[src/rtl/syncfifo_drain_if.sv]
// rtl/syncfifo_drain_if.sv - FIFO read port and output stream bundle for syncfifo_drain
// master: the drain controller; slave: the FIFO model plus the downstream consumer.
interface syncfifo_drain_if #(
    parameter int NBITS = 16
);
    logic             fifo_empty;
    logic [NBITS-1:0] fifo_q;
    logic             fifo_ren;
    logic             out_val;
    logic             out_rdy;
    logic [NBITS-1:0] out_msg;
    logic             out_last;

    modport master (
        input  fifo_empty,
        input  fifo_q,
        input  out_rdy,
        output fifo_ren,
        output out_val,
        output out_msg,
        output out_last
    );

    modport slave (
        output fifo_empty,
        output fifo_q,
        output out_rdy,
        input  fifo_ren,
        input  out_val,
        input  out_msg,
        input  out_last
    );
endinterface

[src/rtl/syncfifo_drain.sv]
// rtl/syncfifo_drain.sv - SyncFIFO read-side drain with 2-entry skid buffer and frame marker
// Optional SYNCFIFO_DRAIN_BEATCNT_EN adds a saturating 32-bit pop counter on beat_cnt.
module syncfifo_drain #(
    parameter int NBITS     = 16,
    parameter int FRAME_LEN = 8
) (
    input  logic        clk,
    input  logic        rst_n,
    input  logic        flush,
`ifdef SYNCFIFO_DRAIN_BEATCNT_EN
    output logic [31:0] beat_cnt,
`endif
    syncfifo_drain_if.master bus
);
    localparam int CW = (FRAME_LEN > 1) ? $clog2(FRAME_LEN) : 1;
    localparam logic [CW-1:0] FCNT_LAST = CW'(FRAME_LEN - 1);

    logic [1:0]       occ_q, occ_d;
    logic [NBITS-1:0] head_q, head_d;
    logic [NBITS-1:0] skid_q, skid_d;
    logic [CW-1:0]    fcnt_q, fcnt_d;
    logic             push;
    logic             pop;

    // Reading is allowed whenever a slot is free now or the head leaves this cycle.
    assign bus.fifo_ren = rst_n & ~flush & ~bus.fifo_empty
                        & ((occ_q != 2'd2) | bus.out_rdy);
    assign bus.out_val  = (occ_q != 2'd0) & ~flush;
    assign bus.out_last = bus.out_val & (fcnt_q == FCNT_LAST);
    assign bus.out_msg  = head_q;

    assign push = bus.fifo_ren;
    assign pop  = bus.out_val & bus.out_rdy;

    always_comb begin
        occ_d  = occ_q;
        head_d = head_q;
        skid_d = skid_q;
        fcnt_d = fcnt_q;
        if (flush) begin
            occ_d  = 2'd0;
            fcnt_d = '0;
        end else begin
            case ({push, pop})
                2'b10: begin
                    if (occ_q == 2'd0) head_d = bus.fifo_q;
                    else               skid_d = bus.fifo_q;
                    occ_d = occ_q + 2'd1;
                end
                2'b01: begin
                    if (occ_q == 2'd2) head_d = skid_q;
                    occ_d = occ_q - 2'd1;
                end
                2'b11: begin
                    // Occupancy unchanged; the queue just shifts by one.
                    if (occ_q == 2'd2) begin
                        head_d = skid_q;
                        skid_d = bus.fifo_q;
                    end else begin
                        head_d = bus.fifo_q;
                    end
                end
                default: ;
            endcase
            if (pop) fcnt_d = (fcnt_q == FCNT_LAST) ? '0 : fcnt_q + 1'b1;
        end
    end

    always_ff @(posedge clk or negedge rst_n) begin
        if (!rst_n) begin
            occ_q  <= 2'd0;
            head_q <= '0;
            skid_q <= '0;
            fcnt_q <= '0;
        end else begin
            occ_q  <= occ_d;
            head_q <= head_d;
            skid_q <= skid_d;
            fcnt_q <= fcnt_d;
        end
    end

`ifdef SYNCFIFO_DRAIN_BEATCNT_EN
    logic [31:0] beat_cnt_q;

    // Survives flush on purpose: it is a lifetime pop count.
    always_ff @(posedge clk or negedge rst_n) begin
        if (!rst_n)                          beat_cnt_q <= '0;
        else if (pop && (beat_cnt_q != '1))  beat_cnt_q <= beat_cnt_q + 32'd1;
    end

    assign beat_cnt = beat_cnt_q;
`endif
endmodule
[src/flat_wrapper.sv]
// flat-port wrapper written by rule: the top's interface ports become plain ports
module syncfifo_drain_flat 
#(
    parameter int NBITS     = 16,
    parameter int FRAME_LEN = 8
)
  (clk, rst_n, flush, bus_fifo_empty, bus_fifo_q, bus_out_rdy, bus_fifo_ren, bus_out_val, bus_out_msg, bus_out_last);
  syncfifo_drain_if #(.NBITS(NBITS)) bus_i ();
  input  logic clk;
  input  logic rst_n;
  input  logic flush;
  input wire logic [$bits(bus_i.fifo_empty)-1:0] bus_fifo_empty;
  input wire logic [$bits(bus_i.fifo_q)-1:0] bus_fifo_q;
  input wire logic [$bits(bus_i.out_rdy)-1:0] bus_out_rdy;
  output wire logic [$bits(bus_i.fifo_ren)-1:0] bus_fifo_ren;
  output wire logic [$bits(bus_i.out_val)-1:0] bus_out_val;
  output wire logic [$bits(bus_i.out_msg)-1:0] bus_out_msg;
  output wire logic [$bits(bus_i.out_last)-1:0] bus_out_last;
  assign bus_i.fifo_empty = bus_fifo_empty;
  assign bus_i.fifo_q = bus_fifo_q;
  assign bus_i.out_rdy = bus_out_rdy;
  assign bus_fifo_ren = bus_i.fifo_ren;
  assign bus_out_val = bus_i.out_val;
  assign bus_out_msg = bus_i.out_msg;
  assign bus_out_last = bus_i.out_last;
  syncfifo_drain #(.NBITS(NBITS), .FRAME_LEN(FRAME_LEN)) u_core (.clk(clk), .rst_n(rst_n), .flush(flush), .bus(bus_i));
endmodule
[config.mk]
export PLATFORM = sky130hd
export DESIGN_NAME = syncfifo_drain_flat
export DESIGN_NICKNAME = d
export VERILOG_FILES = /design/src/rtl/syncfifo_drain_if.sv /design/src/rtl/syncfifo_drain.sv /design/src/flat_wrapper.sv
export SDC_FILE = /design/constraint.sdc
export NUM_CORES = 1
export LEC_CHECK = 0
export CORE_ASPECT_RATIO = 2
export CORE_MARGIN = 2
export CORE_UTILIZATION = 45
export DETAILED_ROUTE_END_ITERATION = 7
export GPL_TIMING_DRIVEN = 0
export PLACE_DENSITY = 0.72
export SYNTH_ARGS = -nofsm -noshare
export SYNTH_HDL_FRONTEND = slang
export SYNTH_SLANG_ARGS = --single-unit
[constraint.sdc]
create_clock -name clk -period 2.3 [get_ports clk]
set_input_delay 0.46 -clock clk [delete_from_list [all_inputs] [get_ports clk]]
set_output_delay 0.46 -clock clk [all_outputs]
set_load 0.01 [all_outputs]
==> flow_metrics.tcl <==
set metrics [dict create \
    die_area_um2 4660 \
    clock-root-buffer "clkbuf_8" \
    initial_core_util_pct 46.1 \
    regArea_um2 926 \
    min_period_ps 2200 \
    clockBufferDepth 2 \
    r2r_setup_slack_ps 300 \
    drt_drc_violations_left 0 \
    critPathCaptureType "primary output" \
    p_leak_nw 1.10 \
    reg2reg_to "u_core.bus.out_msg[9]$_DFFE_PN0P_" \
    vias_per_cell 5.14 \
    r2r-start "u_core.occ_q[0]$_DFFE_PN0P_" \
    dp_slack_ps -635 \
    dp_cells 213 \
    grt_overflow 0 \
    maxCapViolations 0 \
    cp_slowest_cell "clkdlybuf4s50_1" \
    final_area_um2 2400 \
    drive_above_1_share_pct 39.6 \
    syn_area_per_cell_um2 14.9 \
    syn2layout_area_growth_pct 30.0 \
    vdd_ir_drop_max_mv 0.638 \
    fmax_ghz 0.454 \
    skew_ps 3.46 \
    drtPass1Iterations 4 \
    io_buffers 37 \
    layout_common_cells "dfrtp_1, clkdlybuf4s50_1, mux2_2, mux2_4" \
    finalPower_mw 1.79 \
    fin_nets 191 \
    path_delay_family "buffers and inverters" \
    ys_ff_latch 37 \
    status "finished, final reports clean" \
    track_usage_pct 15.8 \
    setup_viol 0 \
    grt_pass1_vias 1213 \
    clk_latency_ps 280 \
    yosysUniqueCellTypes 28 \
    worstPathBufferInverterCount 2 \
    yosysSeqAreaShare_pct 50.2 \
    cp.arrival_ps 1740 \
    slowest_delay_ps 470 \
    insertedDiodeCount 0 \
    dp_hpwl_um 2210 \
    hp-class "in2async" \
    cts_resized 4 \
    critPathKind "reg2out" \
    antenna_found_initial 0 \
    path_clk_slew_ps 70 \
    routed-via-count 1137 \
    die_h_um 94.6 \
    cts.sinks 37 \
    htreeDepth 2 \
    power.density_nw_per_um2 745 \
    rsz0062_at_grt "no" \
    path_cells "o21ba_4, buf_6, and2_2, clkdlybuf4s50_1" \
    num_rows 33 \
    numCtsBuffers 5 \
    drv_slew 0 \
    multi_input_area_um2 855 \
    grt_pass1_wl_um 5640 \
    path_max_fanout 6 \
    wl_um 3190 \
    grt_max_degree 40 \
    yosysWarnings 0 \
    fill_cells 343 \
    syn-num-nets 147 \
    post-route-period-util_pct 95.8 \
    reg2reg_depth 5 \
    fp.dieW_um 49.3 \
    post_cts_buffers 0 \
    slew_headroom_pct 68.3 \
    placed_area_um2 2280 \
    cts_tree "yes" \
    hold_violations 0 \
    syn-cell-area_um2 1850 \
    cp_data_required_time_ps 1840 \
    wl_per_cell_um 14.4 \
    antenna_left 0 \
    synthCells 124 \
    hold_buffers 0 \
    coreArea_um2 4010 \
    finalWorstSetupSlack_ps 95.8 \
    final_common_cell "dfrtp_1" \
    top_level_ports 40 \
    worstMarginPinSlew_ps 474 \
    fin_cells 221 \
    drt_iter0_drc 9 \
    crit_path_start_kind "register" \
    gp_congestion 0.811 \
]
per-stage QoR:
| stage | util [%] | hold slack [ps] | setup TNS, ps |
|---|---|---|---|
| floorplan | - | 164 | 0 |
| global placement | 57.0 | 468 | -62940 |
| detailed placement | 56.8 | 479 | -15760 |
| CTS | 59.9 | 72.6 | 0 |
| global route | 59.9 | 81.8 | 0 |
| finish | 59.9 | 67.2 | 0 |
per-layer routing:
metal  track usage, %  vias to the layer above  share of wire (%)  routed length [um]
met5                0                        -                  0                   0
met4             6.90                        0                1.5                  47
met3             3.64                        6                4.1                 132
met2             25.5                       36                 50                1580
met1             20.1                      562                 45                1420
li1                 -                      533                  -                   -
logic make-up (layout without fill, tap and decap cells):
| family | Yosys count | count (layout) | synth area share (%) |
|---|---|---|---|
| multiplexers | 48 | 48 | 33.4 |
| flip-flops | 37 | 37 | 50.2 |
| AND/OR/NAND/NOR | 20 | 20 | 6.03 |
| AO/OA/AOI/OAI | 9 | 9 | 5.42 |
| buffers and inverters | 8 | 53 | 3.66 |
| adder cells (fa/ha/maj) | 2 | 2 | 1.36 |
area by class of cell:
cell class / count / area share, %
sequential: 37 / 38.6
multi-input combinational: 79 / 35.6
timing repair buffer: 37 / 15.4
clock buffer: 5 / 2.87
tap: 52 / 2.71
buffer: 6 / 2.50
clock inverter: 3 / 1.93
inverter: 2 / 0.313
worst max path at each step:
stage | start | endpoint | slack, ps | cells after the start
2_1_floorplan | bus_out_rdy | u_core.skid_q[0]$_DFFE_PN0P_ | 420 | 6
3_3_place_gp | rst_n | u_core.bus.out_msg[0]$_DFFE_PN0P_ | -1800 | 6
3_5_place_dp | rst_n | u_core.bus.out_msg[1]$_DFFE_PN0P_ | -640 | 6
4_1_cts | u_core.occ_q[0]$_DFFE_PN0P_ | bus_out_last | 90 | 4
5_1_grt | u_core.occ_q[1]$_DFFE_PN0P_ | bus_out_last | 40 | 4
6_report | u_core.occ_q[0]$_DFFE_PN0P_ | bus_out_last | 100 | 4
flip-flops by register name, indices dropped and copies added, names as in the netlist:
| register | flops |
|---|---|
| u_core.fcnt_q | 3 |
| u_core.bus.out_msg | 16 |
| u_core.skid_q | 16 |
| u_core.occ_q | 2 |
Yosys cell counts:
| master | instances | area [um2] |
|---|---|---|
| a211oi_1 | 1 | 7.51 |
| a211oi_4 | 1 | 20.0 |
| a21oi_1 | 1 | 5.00 |
| a21oi_2 | 1 | 8.76 |
| a311oi_1 | 1 | 8.76 |
| and2_2 | 1 | 7.51 |
| and3_1 | 1 | 6.26 |
| buf_4 | 2 | 15.0 |
| buf_6 | 4 | 45.0 |
| dfrtp_1 | 37 | 926 |
| ha_1 | 2 | 25.0 |
| inv_1 | 2 | 7.51 |
| mux2_1 | 2 | 22.5 |
| mux2_2 | 26 | 293 |
| mux2_4 | 20 | 300 |
| nand2_1 | 4 | 15.0 |
| nand2b_1 | 1 | 6.26 |
| nand3_1 | 3 | 15.0 |
| nand3b_1 | 3 | 22.5 |
| nor2_1 | 2 | 7.51 |
| nor2b_1 | 2 | 12.5 |
| nor3_1 | 1 | 5.00 |
| nor3b_1 | 1 | 7.51 |
| nor4_1 | 1 | 6.26 |
| o211ai_4 | 1 | 21.3 |
| o21ai_0 | 1 | 5.00 |
| o21ba_4 | 1 | 16.3 |
| o31ai_1 | 1 | 7.51 |
power breakdown:
part | internal, mW | switching [mW] | total [mW]
Sequential | 0.762 | 0.0613 | 0.824
Combinational | 0.272 | 0.130 | 0.402
Clock | 0.324 | 0.237 | 0.562
No activity file was read; power rests on OpenSTA's default activity.
